## config.mk

```make
export PLATFORM = sky130hd
export DESIGN_NAME = mac_feed_sequencer
export DESIGN_NICKNAME = d
export VERILOG_FILES = /design/src/rtl/mac_feed_sequencer.sv
export SDC_FILE = /design/constraint.sdc
export NUM_CORES = 1
export LEC_CHECK = 0
export CAP_MARGIN = 5
export CELL_PAD_IN_SITES_DETAIL_PLACEMENT = 0
export CELL_PAD_IN_SITES_GLOBAL_PLACEMENT = 1
export CORE_MARGIN = 5
export CORE_UTILIZATION = 39
export DETAILED_ROUTE_END_ITERATION = 10
export PLACE_DENSITY = 0.89
export SLEW_MARGIN = 25
export SYNTH_ARGS = -nofsm -noshare
export SYNTH_HDL_FRONTEND = slang
export SYNTH_SLANG_ARGS = --single-unit
```

## constraint.sdc

```tcl
create_clock -name clk -period 4.08 [get_ports clk]
set_clock_uncertainty 0.2 [all_clocks]
set_input_delay 0.612 -clock clk [delete_from_list [all_inputs] [get_ports clk]]
set_output_delay 0.612 -clock clk [all_outputs]
set_load 0.03 [all_outputs]
```

## src/rtl/mac_feed_sequencer.sv

```systemverilog
`timescale 1ns/1ps
`default_nettype none
// ============================================================================
// Module  : mac_feed_sequencer
// Purpose : Fill/drain sequencer feeding a systolically skewed row of MACs.
// Rev     : 1.0  initial release
// ============================================================================
module mac_feed_sequencer #(
    parameter int NUM_FIFOS    = 9,
    parameter int DEPTH        = 8,
    parameter int DATA_WIDTH   = 8,
    parameter int FILL_TIMEOUT = 1024
) (
    input  logic                 clk,
    input  logic                 rst_n,
    input  logic                 start,
    input  logic [31:0]          base_addr,
    output logic                 fill,
    output logic [31:0]          fill_addr,
    input  logic [NUM_FIFOS-1:0] fifo_full,
    input  logic [NUM_FIFOS-1:0] fifo_empty,
    output logic [NUM_FIFOS-1:0] fifo_rd_en,
    output logic                 mac_clr,
    output logic [NUM_FIFOS-2:0] mac_en,
    output logic                 busy,
    output logic                 done,
    output logic                 err
);

    localparam int C_NUM_ROWS = NUM_FIFOS - 1;
    localparam int C_LAST_T   = DEPTH + NUM_FIFOS - 2;
    localparam int C_TW       = $clog2(DEPTH + NUM_FIFOS);
    localparam int C_CW       = $clog2(FILL_TIMEOUT) + 1;

    generate
        if (DATA_WIDTH < 1 || DEPTH < 1 || NUM_FIFOS < 2 || FILL_TIMEOUT < 2) begin : g_bad_params
            $error("mac_feed_sequencer: illegal parameter combination");
        end
    endgenerate

    typedef enum logic [2:0] {
        S_IDLE  = 3'd0,
        S_CLR   = 3'd1,
        S_WAIT  = 3'd2,
        S_DRAIN = 3'd3,
        S_DONE  = 3'd4,
        S_ERR   = 3'd5
    } state_t;

    state_t                r_state;
    state_t                w_next_state;
    logic [C_TW-1:0]       r_t;
    logic [C_TW-1:0]       w_next_t;
    logic [C_CW-1:0]       r_cnt;
    logic [C_CW-1:0]       w_next_cnt;
    logic                  w_accept;
    logic                  w_underflow;
    logic [31:0]           w_t_ext;
    logic [NUM_FIFOS-1:0]  w_next_rd;
    logic [NUM_FIFOS-1:0]  r_rd_en;
    logic [C_NUM_ROWS-1:0] r_mac_en;
    logic [31:0]           r_addr;
    logic                  r_fill;
    logic                  r_clr;
    logic                  r_busy;
    logic                  r_done;
    logic                  r_err;

    assign w_underflow = |(r_rd_en & fifo_empty);

    always_comb begin
        w_next_state = r_state;
        w_next_t     = r_t;
        w_next_cnt   = r_cnt;
        w_accept     = 1'b0;
        case (r_state)
            S_IDLE, S_ERR: begin
                if (start) begin
                    w_accept     = 1'b1;
                    w_next_state = S_CLR;
                end
            end
            S_CLR: begin
                w_next_cnt   = '0;
                w_next_state = S_WAIT;
            end
            S_WAIT: begin
                // A complete fill takes priority over a coincident timeout
                if (&fifo_full) begin
                    w_next_t     = '0;
                    w_next_state = S_DRAIN;
                end else if (r_cnt == C_CW'(FILL_TIMEOUT - 1)) begin
                    w_next_state = S_ERR;
                end else begin
                    w_next_cnt = r_cnt + C_CW'(1);
                end
            end
            S_DRAIN: begin
                if (w_underflow) begin
                    w_next_state = S_ERR;
                end else if (r_t == C_TW'(C_LAST_T)) begin
                    w_next_state = S_DONE;
                end else begin
                    w_next_t = r_t + C_TW'(1);
                end
            end
            S_DONE: begin
                w_next_state = S_IDLE;
            end
            default: begin
                w_next_state = S_IDLE;
            end
        endcase
    end

    assign w_t_ext = 32'(w_next_t);

    // Read windows for the upcoming cycle: row k lags the vector FIFO by k
    always_comb begin
        w_next_rd = '0;
        if (w_next_state == S_DRAIN) begin
            for (int k = 0; k < C_NUM_ROWS; k++) begin
                w_next_rd[k] = (w_t_ext >= 32'(k)) && (w_t_ext < 32'(k + DEPTH));
            end
            w_next_rd[C_NUM_ROWS] = (w_t_ext < 32'(DEPTH));
        end
    end

    always_ff @(posedge clk or negedge rst_n) begin
        if (!rst_n) begin
            r_state  <= S_IDLE;
            r_t      <= '0;
            r_cnt    <= '0;
            r_rd_en  <= '0;
            r_mac_en <= '0;
            r_addr   <= '0;
            r_fill   <= 1'b0;
            r_clr    <= 1'b0;
            r_busy   <= 1'b0;
            r_done   <= 1'b0;
            r_err    <= 1'b0;
        end else begin
            r_state <= w_next_state;
            r_t     <= w_next_t;
            r_cnt   <= w_next_cnt;
            r_rd_en <= w_next_rd;
            // mac_en trails rd_en by the FIFO read latency; leaving DRAIN drops it
            r_mac_en <= (w_next_state == S_DRAIN) ? r_rd_en[C_NUM_ROWS-1:0] : '0;
            if (w_accept) begin
                r_addr <= base_addr;
            end
            r_fill <= (w_next_state == S_CLR);
            r_clr  <= (w_next_state == S_CLR);
            r_busy <= (w_next_state == S_CLR) || (w_next_state == S_WAIT) ||
                      (w_next_state == S_DRAIN) || (w_next_state == S_DONE);
            r_done <= (w_next_state == S_DONE);
            r_err  <= (w_next_state == S_ERR);
        end
    end

    assign fill       = r_fill;
    assign fill_addr  = r_addr;
    assign fifo_rd_en = r_rd_en;
    assign mac_clr    = r_clr;
    assign mac_en     = r_mac_en;
    assign busy       = r_busy;
    assign done       = r_done;
    assign err        = r_err;

endmodule
`default_nettype wire

```

# Yosys cells after proc, flatten, opt, wreduce, memory -nomap -nowiden
# Index checks and enable logic that the tools add are counted.
# classes
order_cmp	16
mux	17
bitwise_logic	1
n_addsub	2
multipliers	0
n_eq_ne	13
shift	0
reduce_logical	17
div	0
# ops
cell	count
5-bit by 4-bit less-than comparator with 1-bit output, second input constant	8
11-bit two-way mux	2
11-bit case mux with 2 select lines	1
5-bit by 3-bit greater-or-equal comparator with 1-bit output, second input constant	4
3-bit two-way mux	5
5-bit two-way mux	3
3-bit by 2-bit equality test with 1-bit output, second input constant	4
3-bit case mux with 4 select lines	1
11-bit by 1-bit adder with 11-bit output, second input constant	1
11-bit by 10-bit equality test with 1-bit output, second input constant	1
5-bit by 1-bit greater-or-equal comparator with 1-bit output, second input constant	2
5-bit by 2-bit greater-or-equal comparator with 1-bit output, second input constant	2
5-bit case mux with 2 select lines	1
9-bit bitwise AND	1
3-bit equality test, second input constant	3
9-bit two-way mux	1
9-bit AND reduction	1
9-bit OR reduction	1
1-bit logical AND	8
8-bit two-way mux	1
3-bit by 1-bit equality test with 1-bit output, second input constant	2
5-bit by 1-bit adder with 5-bit output, second input constant	1
5-bit by 4-bit equality test with 1-bit output, second input constant	1
2-bit != test, second input constant	2
6 further kinds	9
# totals
regBits	72
wordCells	76
rom_bits	0
latchBits	0
mem_bits_rw	0
mem_count	0

# Depth between registers and ports, before layout
# depth
depth_word	8
mapped_depth	10
ltp_nobuf	8

# Worst setup path before layout
# Ideal clock, no wire load.
# synth_timing
path_kind	input-to-reg
start	in fifo_empty[5]
end	reg r_addr[0], in the netlist fill_addr[0]
arrival_time_ns	2.361
path_stages	7
required_ns	3.755
setup_slack_ns	1.394
setup_time_ns	0.125
cell_sequence	a222oi_1 > nand2_1 > or2_1 > a221oi_4 > nand3_4 > buf_6 > mux2_4
# synth_lines
element	line_no	text
start, declared	21	input logic [NUM_FIFOS-1:0] fifo_empty,
end signal, assigned	150	r_addr <= base_addr;
end, declared	62	logic [31:0] r_addr;

==> results_dict.tcl <==
set metrics [dict create \
    drt_pass1_iterations 4 \
    core_area_mm2 0.008593 \
    area_growth_pct 39.07 \
    worstPathCellList "ha_1 > nand4b_1 > nand4_1 > o21ai_0 > nor2_1 > nand3_4 > mux2_4" \
    p_per_area_mw_per_mm2 840.3 \
    cts_buffer_depth 2 \
    status "finished clean" \
    drive_above_1_share 0.1556 \
    yosysWarnings 0 \
    portBuffers 106 \
    grt_setup_unrepaired "no" \
    grt.overflow.total 0 \
    timing.fmax_mhz 289.5 \
    start_util 0.3936 \
    synth.net_count 336 \
    synth_top_area_frac 0.5253 \
    dpl.hpwl_um 5803 \
    crit_slowest_cell "nand3_4" \
    die_height_um 103.1 \
    antenna_found_initial 0 \
    tightestPinTransition_ns 0.8385 \
    ys_types 57 \
    insertion_delay_ns 0.34 \
    synth_area_mm2 0.003382 \
    synth_ff_type "dfrtp_1" \
    grt_util_all_layers 0.1516 \
    crit_arrival_ns 3.48 \
    cts_resized 0 \
    gp_congestion 0.8056 \
    syn_inst 281 \
    finalCriticalPeriod_ns 3.454 \
    start_kind "flip-flop" \
    htree_num_levels 3 \
    cts.clk_slew.worst_paths_ns 0.08 \
    clock-sinks 71 \
    grt_max_degree 39 \
    utilization 0.5473 \
    pin_count 107 \
    setup_tns_ns 0 \
    synth_top_area_cell "dfrtp_1" \
    n_antenna_cell 0 \
    synth_edf_count 0 \
    row_count 34 \
    final_cell_mix "clkdlybuf4s50_1, dfrtp_1, mux2_4" \
    max_stage_delay_ns 0.60 \
    critical_path_class "reg -> reg" \
    holdBufCountCts 0 \
    drt-initial-drc-count 139 \
    viasPerCell 5.138 \
    hold_class "in -> async" \
    wire_per_inst_um 15.87 \
    synth_area_leaders "dfrtp_1, mux2_4, nand2_1" \
    hold_viol 0 \
    timing.slew.headroom 0.4410 \
    drv_slew 0 \
    dieArea_mm2 0.01063 \
    async_reset_ff_frac 1.000 \
    vias 2569 \
    postCtsSetupBuffers 0 \
    max_cap_viol_count 0 \
    crit_path_end_kind "flip-flop" \
    grt_pass1_vias 2537 \
    finalNetCount 442 \
    cp_max_fo 33 \
    crit_required_ns 4.11 \
    drtAntennaViolNets 0 \
    cts_inserted_buffers 9 \
    seq_area_frac_synth 0.5253 \
    setup_viol 0 \
    avgSynthCellArea_um2 12.04 \
    clockRootBuffer "clkbuf_8" \
    wirelength_um 7937 \
    layout_commonest_cell "clkdlybuf4s50_1" \
    cts_tree "built" \
    drc 0 \
    ir_worst_vdd_uv 279.4 \
    die_x_um 103.1 \
    leakagePower_nw 2.105 \
    grt_pass1_wl_um 12520 \
    ys_ff_latch 71 \
    min_period_over_period 0.8466 \
]
[critical path, delay by kind of cell, from the launching register on]
family / cells / cell delay [ns]
AND/OR/NAND/NOR: 4 / 1.65
multiplexers: 1 / 0.50
flip-flops: 1 / 0.48
adder cells (fa/ha/maj): 1 / 0.29
AO/OA/AOI/OAI: 1 / 0.20
[layer usage]
metal	up-vias	wire (µm)	GRT usage
met4	0	114	0.06175
met1	1249	3696	0.2050
met2	71	3576	0.2309
met5	-	0	0
met3	7	548	0.04060
li1	1242	-	-
[final timing paths]
path                                  to  slack (ns)  cells after the start  startpoint
min in group clk               r_cnt[10]        0.30                      2   r_cnt[10]
min                        fifo_rd_en[7]        0.17                      1       rst_n
max in group asynchronous  fill_addr[12]        2.73                      2       rst_n
max                         fill_addr[0]        0.63                      7      r_t[0]
max reg2reg                 fill_addr[0]        0.63                      7      r_t[0]
min reg2reg                    r_cnt[10]        0.30                      2   r_cnt[10]
[registers in the layout, summed over array words and instances (netlist names)]
| signal | count |
|---|---|
| r_state | 3 |
| err | 1 |
| done | 1 |
| fifo_rd_en | 8 |
| busy | 1 |
| mac_en | 8 |
| fill_addr | 32 |
| r_cnt | 11 |
| mac_clr | 1 |
| r_t | 5 |
[cell type report]
| cell class | count | area, µm² |
|---|---|---|
| clock buffer | 10 | 137.6 |
| fill | 736 | 3890 |
| tap | 108 | 135.1 |
| sequential | 71 | 1777 |
| inverter | 12 | 45.04 |
| timing repair buffer | 109 | 1079 |
| clock inverter | 6 | 66.31 |
| multi-input combinational | 184 | 1464 |
[cells by family (layout without fill, tap and decap cells)]
| family | after synthesis | count (layout) | synth area share |
|---|---|---|---|
| AOI/OAI and AO/OA | 50 | 50 | 0.1058 |
| DFF | 71 | 71 | 0.5253 |
| and+or+nand+nor | 91 | 91 | 0.1543 |
| buffers and inverters | 26 | 137 | 0.04181 |
| muxes | 40 | 40 | 0.1628 |
| xor gates and xnor gates | 1 | 1 | 0.002590 |
| adders and majority gates | 2 | 2 | 0.007398 |
[cells in the mapped netlist (3+ instances only)]
cell type	n
dfrtp_1	71
o31ai_1	3
mux2_4	29
nand2b_1	4
buf_2	4
or4_1	6
nor3_1	6
o21ai_0	13
a21oi_1	10
and2_1	9
mux2i_1	7
nor4_1	3
nor2_1	10
and3_1	3
inv_1	10
nand3_1	9
mux2_2	4
buf_6	3
or3_1	3
buf_4	4
o211ai_1	3
nand2_1	19
nand4_1	5
[stage by stage]
| stage | setup WS (ns) | cell area [µm²] | total power (W) | instances | hold WS, ns |
|---|---|---|---|---|---|
| after global placement | 0.4576 | 4499 | 0.003332 | 484 | 0.2821 |
| after global routing | 0.4464 | 4703 | 0.004183 | 500 | 0.2293 |
| after floorplan | 1.394 | 3382 | 0.002706 | 281 | 0.1164 |
| after CTS | 0.6697 | 4703 | 0.003981 | 500 | 0.1906 |
| after detailed placement | 0.4038 | 4499 | 0.003386 | 484 | 0.2919 |
| final | 0.6260 | 4703 | 0.003952 | 500 | 0.1663 |
[power breakdown]
part	leakage, nW	switching, W	internal [W]
Clock	0.107	0.000278	0.000302
Combinational	1.10	0.00117	0.00102
Sequential	0.898	0.000209	0.000970
Power figures use the tool's default switching activity.
